`src/rtl/bitstream_pkg.sv`:
```
// Shared definitions for the bitstream sequencer: FSM state encoding,
// source indices, writer port widths and a state-to-source helper.
package bitstream_pkg;

    localparam int NUM_SRC = 3;
    localparam int VAL_W   = 64;
    localparam int SIZE_W  = 64;

    localparam logic [1:0] SRC_FRAME = 2'd0;
    localparam logic [1:0] SRC_PIC   = 2'd1;
    localparam logic [1:0] SRC_SLICE = 2'd2;

    localparam logic [2:0] ST_IDLE  = 3'd0;
    localparam logic [2:0] ST_FRAME = 3'd1;
    localparam logic [2:0] ST_PIC   = 3'd2;
    localparam logic [2:0] ST_SLICE = 3'd3;
    localparam logic [2:0] ST_DONE  = 3'd4;

    function automatic logic is_src_state(input logic [2:0] st);
        return (st == ST_FRAME) || (st == ST_PIC) || (st == ST_SLICE);
    endfunction

    function automatic logic [1:0] state_src(input logic [2:0] st);
        logic [1:0] s;
        s = SRC_FRAME;
        if (st == ST_PIC)   s = SRC_PIC;
        if (st == ST_SLICE) s = SRC_SLICE;
        return s;
    endfunction

endpackage

```
`src/rtl/bitwriter_mux.sv`:
```
// Registered N:1 mux of the bit-writer port (enable/val/size/flush).
// Ports: clock, reset (async high); sel/sel_valid pick the active source,
// kill suppresses forwarding for one cycle; in_* are the packed source
// ports; fwd_enable/fwd_size expose the word being registered this cycle;
// stray flags an enable from a non-active source; out_* are registered.
module bitwriter_mux
    import bitstream_pkg::*;
(
    input  logic                      clock,
    input  logic                      reset,
    input  logic [1:0]                sel,
    input  logic                      sel_valid,
    input  logic                      kill,
    input  logic [NUM_SRC-1:0]        in_enable,
    input  logic [NUM_SRC*VAL_W-1:0]  in_val,
    input  logic [NUM_SRC*SIZE_W-1:0] in_size,
    input  logic [NUM_SRC-1:0]        in_flush,
    output logic                      fwd_enable,
    output logic [SIZE_W-1:0]         fwd_size,
    output logic                      stray,
    output logic                      out_enable,
    output logic [VAL_W-1:0]          out_val,
    output logic [SIZE_W-1:0]         out_size,
    output logic                      out_flush
);

    logic [NUM_SRC-1:0] mask;
    logic               pick_en;
    logic               pick_flush;
    logic [VAL_W-1:0]   pick_val;
    logic [SIZE_W-1:0]  pick_size;

    always_comb begin
        mask       = '0;
        pick_en    = 1'b0;
        pick_flush = 1'b0;
        pick_val   = '0;
        pick_size  = '0;
        for (int i = 0; i < NUM_SRC; i++) begin
            mask[i] = sel_valid && (sel == 2'(i));
            if (mask[i] && !kill) begin
                pick_en    = in_enable[i];
                pick_flush = in_flush[i];
                pick_val   = in_val[i*VAL_W +: VAL_W];
                pick_size  = in_size[i*SIZE_W +: SIZE_W];
            end
        end
    end

    // Outside a source state no lane is active, so any enable is stray.
    assign stray      = |(in_enable & ~mask);
    assign fwd_enable = pick_en;
    assign fwd_size   = pick_size;

    always_ff @(posedge clock or posedge reset) begin
        if (reset) begin
            out_enable <= 1'b0;
            out_val    <= '0;
            out_size   <= '0;
            out_flush  <= 1'b0;
        end else begin
            out_enable <= pick_en;
            out_val    <= pick_val;
            out_size   <= pick_size;
            out_flush  <= pick_flush;
        end
    end

endmodule

```
`src/rtl/bitstream_sequencer.sv`:
```
// Frame scheduler: runs frame header, picture header and N slices in order,
// muxes their writer ports onto one packer input, counts bits, and aborts
// on a stalled source. Ports: clock, reset, start, num_slices, busy,
// frame_done, error, src_start/done/enable/val/size/flush, output_enable,
// val, size_of_bit, flush_bit, bits_written.
module bitstream_sequencer
    import bitstream_pkg::*;
#(
    parameter int TIMEOUT_CYCLES = 65535,
    parameter int CNT_W          = 32
) (
    input  logic                      clock,
    input  logic                      reset,
    input  logic                      start,
    input  logic [15:0]               num_slices,
    output logic                      busy,
    output logic                      frame_done,
    output logic                      error,
    output logic [NUM_SRC-1:0]        src_start,
    input  logic [NUM_SRC-1:0]        src_done,
    input  logic [NUM_SRC-1:0]        src_enable,
    input  logic [NUM_SRC*VAL_W-1:0]  src_val,
    input  logic [NUM_SRC*SIZE_W-1:0] src_size,
    input  logic [NUM_SRC-1:0]        src_flush,
    output logic                      output_enable,
    output logic [VAL_W-1:0]          val,
    output logic [SIZE_W-1:0]         size_of_bit,
    output logic                      flush_bit,
    output logic [CNT_W-1:0]          bits_written
);

    logic [2:0]       state;
    logic [15:0]      nslices;
    logic [15:0]      slice_idx;
    logic [CNT_W-1:0] wdog;

    logic              in_src;
    logic [1:0]        act;
    logic              timeout;
    logic              done_hit;
    logic              fwd_enable;
    logic [SIZE_W-1:0] fwd_size;
    logic              stray;

    assign in_src   = is_src_state(state);
    assign act      = state_src(state);
    assign timeout  = in_src && (wdog == CNT_W'(TIMEOUT_CYCLES - 1));
    // The abort wins over a completion arriving in the same cycle.
    assign done_hit = in_src && src_done[act] && !timeout;

    assign busy       = (state != ST_IDLE);
    assign frame_done = (state == ST_DONE);

    bitwriter_mux u_mux (
        .clock      (clock),
        .reset      (reset),
        .sel        (act),
        .sel_valid  (in_src),
        .kill       (timeout),
        .in_enable  (src_enable),
        .in_val     (src_val),
        .in_size    (src_size),
        .in_flush   (src_flush),
        .fwd_enable (fwd_enable),
        .fwd_size   (fwd_size),
        .stray      (stray),
        .out_enable (output_enable),
        .out_val    (val),
        .out_size   (size_of_bit),
        .out_flush  (flush_bit)
    );

    always_ff @(posedge clock or posedge reset) begin
        if (reset) begin
            state        <= ST_IDLE;
            nslices      <= '0;
            slice_idx    <= '0;
            wdog         <= '0;
            error        <= 1'b0;
            bits_written <= '0;
            src_start    <= '0;
        end else begin
            src_start <= '0;
            if (in_src) wdog <= wdog + 1'b1;
            if (fwd_enable) bits_written <= bits_written + CNT_W'(fwd_size);
            if (stray) error <= 1'b1;

            if (timeout) begin
                state <= ST_IDLE;
                error <= 1'b1;
                wdog  <= '0;
            end else begin
                case (state)
                    ST_IDLE: begin
                        if (start) begin
                            state        <= ST_FRAME;
                            nslices      <= num_slices;
                            slice_idx    <= '0;
                            bits_written <= '0;
                            error        <= stray;
                            wdog         <= '0;
                            src_start    <= 3'b001;
                        end
                    end
                    ST_FRAME: begin
                        if (done_hit) begin
                            state     <= ST_PIC;
                            wdog      <= '0;
                            src_start <= 3'b010;
                        end
                    end
                    ST_PIC: begin
                        if (done_hit) begin
                            wdog <= '0;
                            if (nslices == 16'd0) begin
                                state <= ST_DONE;
                            end else begin
                                state     <= ST_SLICE;
                                slice_idx <= '0;
                                src_start <= 3'b100;
                            end
                        end
                    end
                    ST_SLICE: begin
                        if (done_hit) begin
                            wdog <= '0;
                            if (slice_idx == nslices - 16'd1) begin
                                state <= ST_DONE;
                            end else begin
                                slice_idx <= slice_idx + 16'd1;
                                src_start <= 3'b100;
                            end
                        end
                    end
                    ST_DONE: begin
                        state <= ST_IDLE;
                    end
                    default: begin
                        state <= ST_IDLE;
                    end
                endcase
            end
        end
    end

endmodule

```
`config.mk`:
```
export PLATFORM = sky130hd
export DESIGN_NAME = bitstream_sequencer
export DESIGN_NICKNAME = d
export VERILOG_FILES = /design/src/rtl/bitstream_pkg.sv /design/src/rtl/bitwriter_mux.sv /design/src/rtl/bitstream_sequencer.sv
export SDC_FILE = /design/constraint.sdc
export NUM_CORES = 1
export LEC_CHECK = 0
export CORE_AREA = 5 5 221 223
export DETAILED_ROUTE_END_ITERATION = 7
export DIE_AREA = 0 0 226 228
export HOLD_SLACK_MARGIN = 0.12
export RECOVER_POWER = 50
export SYNTH_ARGS = -nofsm -noshare
export SYNTH_HDL_FRONTEND = slang
export SYNTH_HIERARCHICAL = 1
export SYNTH_SLANG_ARGS = --single-unit
```
`constraint.sdc`:
```
create_clock -name clock -period 5.9 [get_ports clock]
set_clock_uncertainty 0.1 [all_clocks]
set_input_delay 1.18 -clock clock [delete_from_list [all_inputs] [get_ports clock]]
set_output_delay 1.18 -clock clock [all_outputs]
set_load 0.02 [all_outputs]
```
==> out/qor.csv <==
metric,value,unit
outcome,"finished, violations left",
violations,"max-capacitance violations, max-slew violations",
final.setup.tns,0,ps
clock_latency,580,ps
synthAdderAreaFrac,0.0358,
clkTransAtPathRegs,60,ps
ys.flop_type,dfrtp_1,
path_cells,"o21ba_2, nand3_1, nor4_1, and2_1, nor3b_4, nand2_4, buf_4, a2bb2oi_1, ha_1, nor2_1, o21ai_0, nand3b_1, a21boi_0, buf_4, a21oi_1, o31ai_1, a21boi_0, or3_1, nand3_1",
ys_types,77,
r2r_start,state[2]$_DFFE_PP0P_,
root_buffer,clkbuf_16,
worstSetupStartpointType,flip-flop,
io_pins,580,
slew_headroom,-1.27,
syn_area,13100,µm²
post_cts_buffers,0,
ys_seq_area_frac,0.444,
synth_compound_area_frac,0.250,
start_util,0.283,
utilization,0.438,
core.rowCount,79,
dieArea,51500,µm²
hpwlAfterDp,47700,µm
nNetsFinal,2347,
synth-seq-cells,233,
tightest_slew,3380,ps
synthTopCellsByCount,"dfrtp_1 (233), nand2_1 (227), o21ai_0 (170)",
p_leak,0.00819,µW
cts_tree,built,
synth_top_family_by_area,compound AO/OA/AOI/OAI gates,
reg2reg_depth,19,
num_vias,12770,
yosysTopAreaCell,dfrtp_1,
synth.most_common_cell,dfrtp_1,
drt-pass1-iter-count,5,
yosysTopAreaCellShare,0.444,
drtIter0Drc,797,
drcViolationCount,0,
fmax,187,MHz
synth_fp_nets,1807,
holdCritStartpoint,error$_DFF_PP0_,
cts_resized,0,
gr-usage-met3,0.0903,
area_delta_synth_final,54.7,%
synthMuxAreaShare,0.0164,
yosys.area_share.simple,0.165,
synthXorXnorAreaFrac,0.0460,
cp_slowest_cell,dfrtp_1,
cts-htree-levels,1,
numCtsBuffers,29,
async_flop_share,1.00,
die_y,228,µm
grt_pass1_vias,13324,
powerDensity,698,nW/µm²
portBuffers,579,
via_per_inst,5.05,
max_stage_delay,510,ps
path_class,flip-flop to flip-flop,
final-max-slew-violation-count,188,
track_usage,0.227,
syn_area_per_cell,9.67,µm²
hold_buffers,0,
routedWlPerCell,24.4,µm
grt_max_degree,83,
max_cap_viol_count,4,
final.period_utilization,0.905,
antenna_found_initial,6,
min_to,error$_DFF_PP0_,
worst_ep_required_time,6290,ps
drtAntennaViolNets,0,
r2r_slack,560,ps
top_usage_layer,met2,
setup_violations,0,
synth_cells,1358,
worstHoldPathType,flip-flop to flip-flop,
chipWidth,226,µm
synth_edf_count,0,
worstPathMaxFanout,32,
use_met1,0.271,
layout-drive-gt1-share,0.0808,
end_kind,flip-flop,
ir_drop,0.000355,V
multi_input_area,6770,µm²
fin_crit,5340,ps
layout.filler_cells,4498,
cp_data_arrival_time,5730,ps
r2r-end,bits_written[29]$_DFF_PP0_,
hold_viol_final,0,
cts_sinks,233,
wirelength,61700,µm
cts_max_path_buffers,3,
core,46400,µm²
rsz0062_at_grt,no,
grt_pass1_wl,89500,µm
grt_util_met2,0.374,
ys_warn_count,6,
yosys-top-cells-area,"dfrtp_1 (44%), a2bb2oi_2 (7.1%), nand2_1 (6.5%), o21ai_0 (6.5%), a2bb2oi_1 (4.6%)",
min_delay_path_depth,2,
gr-total-overflow,0,
gp_congestion,0.923,
regArea,5830,µm²
==> layout by cell type (no fill, tap or decap), drive strengths merged, types with 5 or more instances in the layout <==
cell and count:
nand3 28, clkinv 6, nand4 15, a2bb2oi 131, a31oi 8, nor3 13, o21ai 171, xor2 43
xnor2 26, and2 11, buf 14, inv 15, a211oi 9, ha 36, a21oi 54, o211ai 9
mux2i 17, o22ai 5, nor2b 6, nand2 227, clkdlybuf4s50 544, and4 7, a21o 16, nor3b 6
nand2b 5, or3 18, nor2 79, nor4 11, clkbuf 49, dfrtp 233, dlygate4sd3 35, or4 5
and3 11
==> area by class of cell <==
cell class,instances,area share
clock inverters,8,0.00369
flip-flops and latches,233,0.287
well taps,607,0.0374
multi-input cells,1019,0.333
repair buffers,598,0.291
clock buffers,44,0.0439
inverters,17,0.00339
diodes,4,0.000493
==> critical path: cells and delay by family, from the launching register on <==
| family | cells | cell delay (ps) |
|---|---|---|
| buffers and inverters | 2 | 680 |
| DFF | 1 | 510 |
| AOI/OAI and AO/OA | 7 | 1940 |
| adders and majority gates | 1 | 270 |
| and+or+nand+nor | 9 | 1710 |
==> logic make-up after synthesis <==
family | after synthesis
and+or+nand+nor | 457
AOI/OAI and AO/OA | 435
xor gates and xnor gates | 69
DFF | 233
adders and majority gates | 37
buffers and inverters | 106
muxes | 21
==> through the flow <==
stage          instance area [µm²]  hold WS, ps  total power (µW)  std cells  worst slack [ps]
2_1_floorplan                13100          389              8910       1358              1150
3_3_place_gp                 19400          386             12400       2474               872
3_5_place_dp                 19400          387             12400       2474               719
4_1_cts                      20300          407             14300       2526               670
5_1_grt                      20300          443             15200       2530              93.7
6_report                     20300          413             14200       2530               559
==> routing by layer <==
| metal | vias up | wire, µm |
|---|---|---|
| met5 | - | 19 |
| met4 | 2 | 1890 |
| met3 | 85 | 6440 |
| met2 | 483 | 29200 |
| met1 | 6227 | 24100 |
| li1 | 5973 | - |
==> report_power, final <==
part / internal (µW) / switching (µW)
clock network: 1080 / 727
registers: 2350 / 436
logic: 4040 / 5570
==> state kept, by name, indices dropped and copies added, names as in the netlist <==
register	count
state	3
bits_written	32
error	1
u_mux/out_enable	1
slice_idx	16
wdog	32
u_mux/out_val	64
u_mux/out_size	64
src_start	3
u_mux/out_flush	1
nslices	16
==> worst max path at each step <==
stage | from | to | slack (ps) | cells after the start
detailed placement | state[2]$_DFFE_PP0P_ | bits_written[29]$_DFF_PP0_ | 720 | 19
global placement | state[2]$_DFFE_PP0P_ | bits_written[29]$_DFF_PP0_ | 870 | 19
global route | state[2]$_DFFE_PP0P_ | bits_written[29]$_DFF_PP0_ | 90 | 19
CTS | state[2]$_DFFE_PP0P_ | bits_written[29]$_DFF_PP0_ | 670 | 19
floorplan | reset | u_mux/out_enable$_DFF_PP0_ | 1150 | 1
finish | state[2]$_DFFE_PP0P_ | bits_written[29]$_DFF_PP0_ | 560 | 19
No activity file was read; power rests on OpenSTA's default activity.
